<file path="src/rtl/gmii_tx_arbiter.sv">
// Round-robin, frame-at-a-time arbiter for the shared GMII transmit path.
// Registers the muxed byte stream, enforces the inter-frame gap and guards against stalled/runaway requesters.
module gmii_tx_arbiter #(
  parameter int IFG_CYCLES    = 12,
  parameter int START_TIMEOUT = 64,
  parameter int MAX_FRAME     = 1530
) (
  input  logic       gmii_tx_clk,
  input  logic       rst_n,
  input  logic       req0,
  input  logic       en0,
  input  logic [7:0] txd0,
  output logic       gnt0,
  input  logic       req1,
  input  logic       en1,
  input  logic [7:0] txd1,
  output logic       gnt1,
  output logic       gmii_tx_en,
  output logic [7:0] gmii_txd,
  output logic       busy,
  output logic       trunc_err
);

  typedef enum logic [1:0] {IDLE, GRANT, XMIT, IFG} state_t;

  localparam logic [10:0] TIMEOUT_LAST = 11'(START_TIMEOUT - 1);
  localparam logic [10:0] MAX_CNT      = 11'(MAX_FRAME);
  localparam logic [7:0]  IFG_LAST     = 8'(IFG_CYCLES - 1);

  state_t      state;
  logic        last_served;
  logic [10:0] cnt;
  logic [7:0]  ifg_cnt;

  logic        req_sel;
  logic        en_sel;
  logic [7:0]  txd_sel;
  logic        pick;
  logic [10:0] cnt_inc;

  // last_served doubles as the current owner while in GRANT/XMIT.
  // NOTE: every combinational output gets a default first so no latch is inferred.
  always_comb begin
    req_sel = 1'b0;
    en_sel  = 1'b0;
    txd_sel = 8'h00;
    if (last_served) begin
      req_sel = req1;
      en_sel  = en1;
      txd_sel = txd1;
    end else begin
      req_sel = req0;
      en_sel  = en0;
      txd_sel = txd0;
    end
    pick    = (req0 && req1) ? ~last_served : req1;
    cnt_inc = (cnt == 11'h7FF) ? cnt : cnt + 11'd1;
  end

  // NOTE: sequential state uses non-blocking assignments only.
  always_ff @(posedge gmii_tx_clk or negedge rst_n) begin
    if (!rst_n) begin
      state       <= IDLE;
      last_served <= 1'b1;
      cnt         <= '0;
      ifg_cnt     <= '0;
      gnt0        <= 1'b0;
      gnt1        <= 1'b0;
      gmii_tx_en  <= 1'b0;
      gmii_txd    <= 8'h00;
      busy        <= 1'b0;
      trunc_err   <= 1'b0;
    end else begin
      trunc_err <= 1'b0;
      case (state)
        IDLE: begin
          if (req0 || req1) begin
            gnt0        <= ~pick;
            gnt1        <= pick;
            last_served <= pick;
            cnt         <= '0;
            busy        <= 1'b1;
            state       <= GRANT;
          end
        end
        GRANT: begin
          if (en_sel) begin
            gmii_tx_en <= 1'b1;
            gmii_txd   <= txd_sel;
            cnt        <= 11'd1;
            state      <= XMIT;
          end else if (!req_sel || cnt == TIMEOUT_LAST) begin
            // Withdrawn or stalled requester: release without owing an IFG.
            gnt0  <= 1'b0;
            gnt1  <= 1'b0;
            cnt   <= '0;
            busy  <= 1'b0;
            state <= IDLE;
          end else begin
            cnt <= cnt_inc;
          end
        end
        XMIT: begin
          if (en_sel && cnt < MAX_CNT) begin
            gmii_tx_en <= 1'b1;
            gmii_txd   <= txd_sel;
            cnt        <= cnt_inc;
          end else begin
            // Normal frame end, or forced truncation when en is still high.
            gmii_tx_en <= 1'b0;
            gmii_txd   <= 8'h00;
            gnt0       <= 1'b0;
            gnt1       <= 1'b0;
            trunc_err  <= en_sel;
            cnt        <= '0;
            ifg_cnt    <= '0;
            state      <= IFG;
          end
        end
        IFG: begin
          if (ifg_cnt == IFG_LAST) begin
            busy  <= 1'b0;
            state <= IDLE;
          end else begin
            ifg_cnt <= ifg_cnt + 8'd1;
          end
        end
        default: begin
          state <= IDLE;
          busy  <= 1'b0;
        end
      endcase
    end
  end

endmodule

</file>
<file path="config.mk">
export PLATFORM = sky130hd
export DESIGN_NAME = gmii_tx_arbiter
export DESIGN_NICKNAME = d
export VERILOG_FILES = /design/src/rtl/gmii_tx_arbiter.sv
export SDC_FILE = /design/constraint.sdc
export NUM_CORES = 1
export LEC_CHECK = 0
export BUFFER_PORTS_ARGS = -buffer_cell sky130_fd_sc_hd__buf_2
export CORE_MARGIN = 5
export CORE_UTILIZATION = 45
export CTS_CLUSTER_SIZE = 20
export DETAILED_ROUTE_END_ITERATION = 12
export GPL_TIMING_DRIVEN = 0
export PLACE_DENSITY_LB_ADDON = 0.15
export SETUP_SLACK_MARGIN = 0.1
export SLEW_MARGIN = 20
export SYNTH_ARGS = -nofsm -noshare
export SYNTH_HDL_FRONTEND = slang
export SYNTH_SLANG_ARGS = --single-unit
</file>
<file path="constraint.sdc">
create_clock -name gmii_tx_clk -period 4.54 [get_ports gmii_tx_clk]
set_clock_uncertainty 0.05 [all_clocks]
set_input_delay 0.681 -clock gmii_tx_clk [delete_from_list [all_inputs] [get_ports gmii_tx_clk]]
set_output_delay 0.681 -clock gmii_tx_clk [all_outputs]
set_load 0.02 [all_outputs]
</file>
[After elaboration in Yosys (flattened, before gate mapping)]
Cells that the tools add are included.
Storage, ports and cells
  bits in registers: 35
  latch bits: 0
  RAM bits: 0
  bits in read-only memories: 0
  output and inout bits: 13
  memories kept: 0
Operators by class
  add/sub/neg operators: 2
  multiply operators: 0
  div/mod/pow operators: 0
  order comparisons: 1
  eq/ne operators: 14
  shift-type cells: 0
  muxes and demuxes: 37
  bitwise logic cells: 2
  reduce and logical (&&, ||, !) cells: 17
Operators with widths (count)
  2-to-1 mux 11 bit: 5
  2-to-1 mux 8 bit: 5
  case mux 11 bit (3 select lines): 1
  case mux 8 bit (2 select lines): 2
  2-to-1 mux 1 bit: 14
  != test 2 bit, second input constant: 7
  adder 11 x 1 -> 11 bit, second input constant: 1
  == test 11 bit, second input constant: 1
  == test 11 x 6 -> 1 bit, second input constant: 1
  less-than comparator 11 bit, second input constant: 1
  2-to-1 mux 2 bit: 5
  AND reduction 5 bit: 2
  case mux 1 bit (3 select lines): 3
  adder 8 x 1 -> 8 bit, second input constant: 1
  == test 8 x 4 -> 1 bit, second input constant: 1
  case mux 2 bit (4 select lines): 1
  AND reduction 2 bit: 3
  nonzero test 3 bit: 2
  == test 2 bit, second input constant: 2
  AND reduction 4 bit: 1
  nonzero test 2 bit: 2
  != test 3 bit, second input constant: 1
  AND reduction 3 bit: 1
  == test 2 x 1 -> 1 bit, second input constant: 1
  6 further kinds: 9

[Longest topological paths before layout]
Gate-level depths: netlist (run 1).
  word-level depth: 6
  mapped depth: 8
  mapped depth without buffers: 7

[Worst setup path before layout (run 1)]
OpenSTA, ideal clock, no wires.
  path kind: input port to flip-flop
  start point: in en1
  end point: reg ifg_cnt[3]
  arrival time: 1.830 ns
  slack: 2.580 ns
  cell stages on the path: 6
  cells stage by stage: mux2_2 -> nand3_1 -> o22ai_1 -> clkbuf_2 -> or3_1 -> a21oi_1
Between the ends
  longest elaborated chain between the ends: 4
RTL lines
  start: declaration: RTL line 15  | input logic en1,
  2-to-1 mux 1 bit: RTL line 47  | if (last_served) begin
  logical AND 1 bit: RTL line 104  | if (en_sel && cnt < MAX_CNT) begin
  != test 2 bit (no source line)
  AND reduction 3 bit (no source line)
  end signal: assignment: RTL line 125  | ifg_cnt <= ifg_cnt + 8'd1;
  end: declaration: RTL line 33  | logic [7:0] ifg_cnt;
No other way between the ends.
A chain may end at the register's enable or synchronous reset.

[Worst setup path in the final report (run 1)]
  start point: reg state[0]
  end point: reg ifg_cnt[3]
Between the ends
  longest elaborated chain between the ends: 3
  elaborated cells between the ends (all ways): 7
RTL lines
  start: declaration: RTL line 30  | state_t state;
  start signal: assignment: RTL line 63  | state <= IDLE;
  start signal: assignment: RTL line 83  | state <= GRANT;
  start signal: assignment: RTL line 91  | state <= XMIT;
  == test 2 bit: RTL line 75  | case (state)
  != test 2 bit (no source line) / nonzero test 2 bit (equally long branches)
  AND reduction 3 bit (no source line)
Parallel ways exist; a longest one is shown, timed or not.

==> key figures, run 1 <==
Placed design
  • Final GP Congestion: 0.804
  • Port bufs: 34
  • Dpl cells: about 290
  • DP HPWL: between 2000 and 3000 µm

Synthesis
  • Asr flop ratio synth: 100%
  • Synth Cell Area: 1940 µm²
  • YS warnings: 0
  • EDFF count, synth: 0
  • Top FF cell, synth: dfrtp_1
  • Syn Inst Count: about 200
  • Synth cell types: 45
  • Synth Register Bits: 35
  • Sequential-to-total area share from yosys stat: between 40% and 50%
  • Post-synth net total: 230
  • Mean Syn Cell Area: approximately 9.6 µm²

Layout
  • Diode count: 0
  • Syn-to-layout area delta: 16.2%
  • Layout Nets: around 270
  • Fillcell total: 368
  • Share of cells above drive strength 1: between 20% and 30%
  • Final std cells w/o fill: 294
  • Commonest non-fill, non-tap cell in the layout: buf_2
  • Most frequent cells in the layout: 35 x buf_2, 34 x dfrtp_1, 20 x nand2_1, 20 x a21oi_1, 15 x o21ai_0

Routing
  • Routed wire length: 4080 µm
  • 1st-iter DRT viols: slightly below 90
  • Remaining DRCs: 0
  • Vias per cell: 5.51
  • Via count: approximately 1.6k
  • Post-route ant nets: 0
  • Initial DRT Pass Iterations: 5
  • Routed wire per std cell: approximately 14 µm

Timing
  • Tcrit/Tclk final: between 40% and 50%
  • Final Critical Period: 2200 ps
  • Tightest Pin Transition: around 760 ps
  • Final setup fails: 0
  • Fin. Hold Viols: 0
  • Slew HR: about half
  • Pins over their slew limit: 0
  • Peak Freq: 0.455 GHz
  • RSZ-0062 raised after global routing: false
  • Sum Neg Setup Slack: 0 ps

Clocking
  • Cts hold-fix bufs: 0
  • CTS root buffer: clkbuf_8
  • Htree depth: 2
  • Clock transition at path regs: 70 ps
  • CTS buffer count: 5
  • CTS Buffer Depth: 2
  • Clock latency on the worst-skew pair: between 200 and 300 ps
  • CTS tree: built
  • Setup repair bufs after CTS: 0
  • CTS resizes: 0
  • Clock Sinks: 35

GRT
  • Global-route usage over all layers: 15.9%
  • Largest net degree at the start of global routing: 36
  • First-pass GRT wire length: between 6000 and 7000 µm
  • Antenna violations before repair: 0
  • Grt total ovfl: 0
  • Vias in the first global route: approximately 1.5k

Pwr
  • LEAKAGE: 1.04 nW
  • Power Density: between 500 and 600 nW/µm²
  • Max IR drop VDD: between 0.0002 and 0.0003 V

Setup path
  • Startpoint types: flop
  • Critical setup path kind: flop to flop
  • Critical Path RT: roughly 4700 ps
  • Max FO, Critical Path: 10
  • CP arrival: about 2400 ps
  • R2r setup slk: about 2300 ps
  • CP Capture Type: flop

Die
  • Die X: between 70 and 80 µm
  • Die ar.: around 5700 µm²
  • Core area: roughly 4100 µm²
  • Num rows: 23
  • Starting Density: 47.6%
  • I/O pins: 35
  • Die Y: 75.7 µm

Worst hold path
  • Hold Crit Class: primary input to asynchronous set/reset pin

Run status
  • Outcome: complete, no violations

Flow run
  • Max_cap viols: 0
power by group:
part	internal, W	leakage (nW)	switching [W]
combinational	0.000217	0.540	0.000334
clock	0.000108	0.0422	0.000107
sequential	0.000400	0.459	0.0000608
logic make-up after synthesis:
group / share of synthesized area (%)
adder cells (fa/ha/maj): 3.86
buffers and inverters: 2.25
AND/OR/NAND/NOR: 22.3
AO/OA/AOI/OAI: 14.3
flip-flops: 45.1
multiplexers: 8.56
XOR/XNOR: 3.61
synthesized netlist by cell type, drive strengths merged, types with 5 or more instances:
library cell   n  share of area [%]
dfrtp         34                 44
nand2         21                4.2
a21oi         20                5.2
o21ai         16                4.3
nand3         13                3.6
mux2i         11                5.7
nor2          10                1.9
xor2           8                3.6
or3            7                2.3
ha             6                3.9
nor3           6                1.8
inv            5               0.97
mux2           5                2.9
final timing paths:
check,start,end,cells past startpoint
min in group gmii_tx_clk,gmii_txd[7],gmii_txd[7],2
setup / recovery,state[0],ifg_cnt[3],8
max in group asynchronous,rst_n,gmii_txd[4],1
hold reg to reg,gmii_txd[7],gmii_txd[7],2
hold / removal,rst_n,cnt[4],1
setup reg to reg,state[0],ifg_cnt[3],8
registers in the layout, indices dropped and copies added, names as in the netlist, named ones only:
name	count
gnt1	1
gmii_txd	8
last_served	1
cnt	11
busy	1
state	1
ifg_cnt	8
gmii_tx_en	1
trunc_err	1
gnt0	1
metal layers:
layer  vias to the layer above  routed length (µm)  global-route usage [%]
li1                        816                   -                       -
met1                       766                2020                    22.4
met2                        33                1800                    23.6
met3                         5                 223                    4.62
met4                         0                  34                    4.85
met5                         -                   0                       0
cell type report:
cell class / instances / area, µm² / area share (%)
clock inverters: 1 / 5.00 / 0.222
flip-flops and latches: 35 / 877 / 38.9
multi-input cells: 156 / 1020 / 45.3
inverters: 5 / 18.8 / 0.831
clock buffers: 7 / 76.3 / 3.38
well taps: 50 / 62.6 / 2.77
plain buffers: 6 / 25.0 / 1.11
repair buffers: 34 / 170 / 7.54
worst max-delay path, stage by stage (launching register included):
cell	delay [ps]
dfrtp_1	410
inv_1	130
ha_1	160
clkbuf_1	280
nor2b_1	200
o22ai_1	150
clkbuf_2	220
or3_1	360
a21oi_1	150
per-stage QoR:
stage / area (µm²) / util [%] / setup WS (ps) / hold WS (ps) / power, W
floorplan: 1940 / - / 2580 / 335 / 0.000865
global placement: 2180 / 53.2 / 2270 / 410 / 0.00102
detailed placement: 2180 / 53.2 / 2290 / 417 / 0.00103
CTS: 2260 / 55.2 / 2330 / 433 / 0.00125
global route: 2260 / 55.2 / 2130 / 452 / 0.00133
finish: 2260 / 55.2 / 2340 / 416 / 0.00123
No activity file was read; power rests on OpenSTA's default activity.
==> run 2, diff against run 1 <==
--- a/config.mk
+++ b/config.mk
@@ -5,6 +5,7 @@
 export SDC_FILE = /design/constraint.sdc
 export NUM_CORES = 1
 export LEC_CHECK = 0
+export ABC_AREA = 1
 export BUFFER_PORTS_ARGS = -buffer_cell sky130_fd_sc_hd__buf_2
 export CORE_MARGIN = 5
 export CORE_UTILIZATION = 45
==> constraint.sdc (replaced) <==
create_clock -name gmii_tx_clk -period 2 [get_ports gmii_tx_clk]
set_clock_uncertainty 0.05 [all_clocks]
set_input_delay 0.3 -clock gmii_tx_clk [delete_from_list [all_inputs] [get_ports gmii_tx_clk]]
set_output_delay 0.3 -clock gmii_tx_clk [all_outputs]
set_load 0.02 [all_outputs]
==> run 2 against run 1 <==
Net effect:
- utilization is 2.1 points lower
- highest routed layer unchanged
- final cell count is 29% higher
- register-to-register slack worse by 2200 ps
- die area is 7.6% higher
- flip-flop and latch count stayed put
- clock power is 130% higher
- first-iteration DRC count is 12% lower
- worst hold slack worse by 370 ps
- synthesized cell count is 39% higher
==> key figures, run 2 <==
Layout
  • Diode count: 0 (unchanged)
  • Syn-to-layout area delta: 16.3% (about the same)
  • Most frequent cells in the layout: 61 x nand2_1, 42 x inv_1, 34 x dfrtp_1, 34 x buf_2, 33 x nor2_1
  • Largest regs: cnt (11), gmii_txd (8), ifg_cnt (8)
  • Post-route cell area: 2460 µm² (+8.9%)
  • Share of cells above drive strength 1: 22.8% (-0.93 points)
  • Layout Nets: 351 (+30%)
  • Top reg by flops: cnt
  • Commonest non-fill, non-tap cell in the layout: nand2_1
  • Max FFs per register: 11 (unchanged)

Worst hold path
  • Hold Crit Class: primary input to asynchronous set/reset pin

Flow run
  • Max_cap viols: 0 (unchanged)

Setup path
  • CP Capture Type: flop
  • CP arrival: 1930 ps (-420 ps)
  • Startpoint types: flop
  • Critical Path RT: 2120 ps (-2570 ps)
  • R2r setup slk: 190 ps (-2160 ps)
  • Critical setup path kind: flop to flop
  • Max FO, Critical Path: 5 (-5)

Pwr
  • LEAKAGE: 1.20 nW (+15%)
  • Max IR drop VDD: 0.000396 V (+34%)
  • Power Density: 1180 nW/µm² (+120%)

Clocking
  • Clock transition at path regs: 70 ps (about the same)
  • CTS buffer count: 5 (unchanged)
  • Clock latency on the worst-skew pair: 290 ps (about the same)
  • Htree depth: 2 (unchanged)
  • Clock Sinks: 35 (unchanged)
  • CTS tree: built
  • CTS Buffer Depth: 2 (unchanged)
  • CTS root buffer: clkbuf_8

Run status
  • Outcome: complete, no violations

GRT
  • Global-route usage over all layers: 15.8% (-0.059 points)
  • Routing usage on met2: 27.2% (+3.6 points)
  • Met3 usage: 3.67% (-0.95 points)
  • First-pass GRT wire length: 7760 µm (+11%)
  • Most Crowded Layer GR: met2
  • Met1 Track Usage GR: 19.3% (-3.1 points)
  • Antenna violations before repair: 0 (unchanged)
  • Vias in the first global route: 1,782 (+16%)
  • Largest net degree at the start of global routing: 36 (unchanged)
  • Grt total ovfl: 0 (unchanged)

Timing
  • Tightest Pin Transition: 784 ps (+28.1 ps)
  • Pins over their slew limit: 0 (unchanged)
  • RSZ-0062 raised after global routing: true
  • Sum Neg Setup Slack: 0 ps (unchanged)
  • Final setup fails: 0 (unchanged)
  • Slew HR: 47.8% (-1.4 points)
  • Hold_ws: 42.4 ps (-374 ps)
  • Peak Freq: 0.551 GHz (+21%)
  • Tcrit/Tclk final: 90.7% (+42 points)
  • Fin. Hold Viols: 0 (unchanged)
  • Final Critical Period: 1810 ps (-382 ps)

Synthesis
  • Top-area cell type share of the netlist area: 40.2% (-3.5 points)
  • Synth cell types: 29 (-36%)
  • Sequential-to-total area share from yosys stat: 41.5% (-3.7 points)
  • Top FF cell, synth: dfrtp_1
  • Asr flop ratio synth: 100% (unchanged)
  • Synth Register Bits: 35 (unchanged)
  • Mean Syn Cell Area: 7.55 µm² (-21%)
  • Most instantiated cells after synthesis: 61 x nand2_1, 42 x inv_1, 34 x dfrtp_1
  • YS warnings: 0 (unchanged)
  • EDFF count, synth: 0 (unchanged)
  • Synth Cell Area: 2110 µm² (+8.8%)
  • Count leader, synth: nand2_1
  • Syn Inst Count: 280 (+39%)
  • Leading area contributor after synthesis: dfrtp_1
  • Ranking of synthesized cells by area: dfrtp_1 40%, nand2_1 11%, inv_1 7.5%, nor2_1 5.9%, o21ai_0 5.0%
  • Post-synth net total: 308 (+34%)

Placed design
  • Placed Area: 2350 µm² (+8.1%)
  • Port bufs: 34 (unchanged)
  • Final GP Congestion: 0.829 (+3.2%)
  • DP HPWL: 3380 µm (+13%)

Die
  • Die X: 78.6 µm (+3.8%)
  • Num rows: 25 (+8.7%)
  • Die Y: 78.6 µm (+3.8%)
  • Core area: 4630 µm² (+13%)
  • Die ar.: 6170 µm² (+7.6%)
  • I/O pins: 35 (unchanged)
  • Starting Density: 45.7% (-1.9 points)

Routing
  • Routed wire length: 4480 µm (+9.8%)
  • Routed wire per std cell: 11.9 µm (-15%)
  • Post-route ant nets: 0 (unchanged)
  • Vias per cell: 4.79 (-13%)
  • 1st-iter DRT viols: 78 (-12%)
  • Via count: 1,811 (+12%)
  • Initial DRT Pass Iterations: 4 (-1)
  • Remaining DRCs: 0 (unchanged)
==> run 2: changes by cell type after synthesis, sizes merged, moves of 6 or more <==
| cell | before | now |
|---|---|---|
| nand2 | 21 | 66 |
| inv | 5 | 46 |
| nor2 | 10 | 40 |
| a21oi | 20 | 4 |
| o21ai | 16 | 29 |
| mux2i | 11 | 0 |
| o22ai | 1 | 9 |
| or3 | 7 | 0 |
| or2 | 2 | 8 |
==> run 2: path summary, 6_finish.rpt <==
| kind | cells past startpoint | from | to |
|---|---|---|---|
| max | 8 | state[0] | cnt[4] |
| min | 1 | rst_n | gmii_txd[4] |
| max reg2reg | 8 | state[0] | cnt[4] |
| min reg2reg | 2 | gnt0 | gnt0 |
| max in group asynchronous | 1 | rst_n | cnt[5] |
| min in group gmii_tx_clk | 3 | txd0[5] | gmii_txd[5] |
==> run 2: power by group <==
part           switching [W]  leakage (nW)  internal (W)
clock               0.000237        0.0395      0.000247
combinational       0.000915         0.701      0.000483
sequential          0.000116         0.461      0.000898
==> run 2: layer usage <==
metal	wire length [µm]	vias up
li1	-	982
met1	2090	792
met2	2130	28
met3	172	9
met4	83	0
met5	0	-
==> run 2: final cells by class <==
cell class	instances	area, µm²
Clock buffer	8	80.1
Sequential cell	35	877
Inverter	46	175
Tap cell	54	67.6
Buffer	1	3.75
Timing Repair Buffer	35	178
Multi-Input combinational cell	199	1080
Fill cell	478	2170
==> run 2: kinds of logic (layout without fill, tap and decap cells) <==
kind of cell / Yosys count / in the layout / share of synthesized area, %
simple gates: 142 / 142 / 31.9
buf+inv: 47 / 90 / 8.46
compound gates: 44 / 45 / 12.1
flops: 35 / 35 / 41.5
fa+ha+maj: 6 / 6 / 3.55
xor+xnor: 6 / 6 / 2.49
==> run 2: per-stage QoR <==
| step | utilization [%] | total power, W | instances | worst slack [ps] |
|---|---|---|---|---|
| floorplan | - | 0.00202 | 280 | 420 |
| global placement | 50.8 | 0.00237 | 368 | 151 |
| detailed placement | 50.8 | 0.00240 | 368 | 141 |
| CTS | 52.5 | 0.00289 | 376 | 112 |
| global route | 53.1 | 0.00316 | 378 | 59.4 |
| finish | 53.1 | 0.00290 | 378 | 185 |
==> run 2: what timing repair did <==
action,4_1_cts,5_1_grt
hold buffers,0,0
resized for setup,0,2
buffers inserted,0,1
setup endpoints to repair,0,12
==> run 2: worst max-delay path, stage by stage (launching register included) <==
cell and delay [ps]:
dfrtp_1 420, inv_1 100, ha_1 240, inv_1 90, nor3_2 60, nor2_2 200
inv_1 160, a21oi_2 290, nor2_1 70
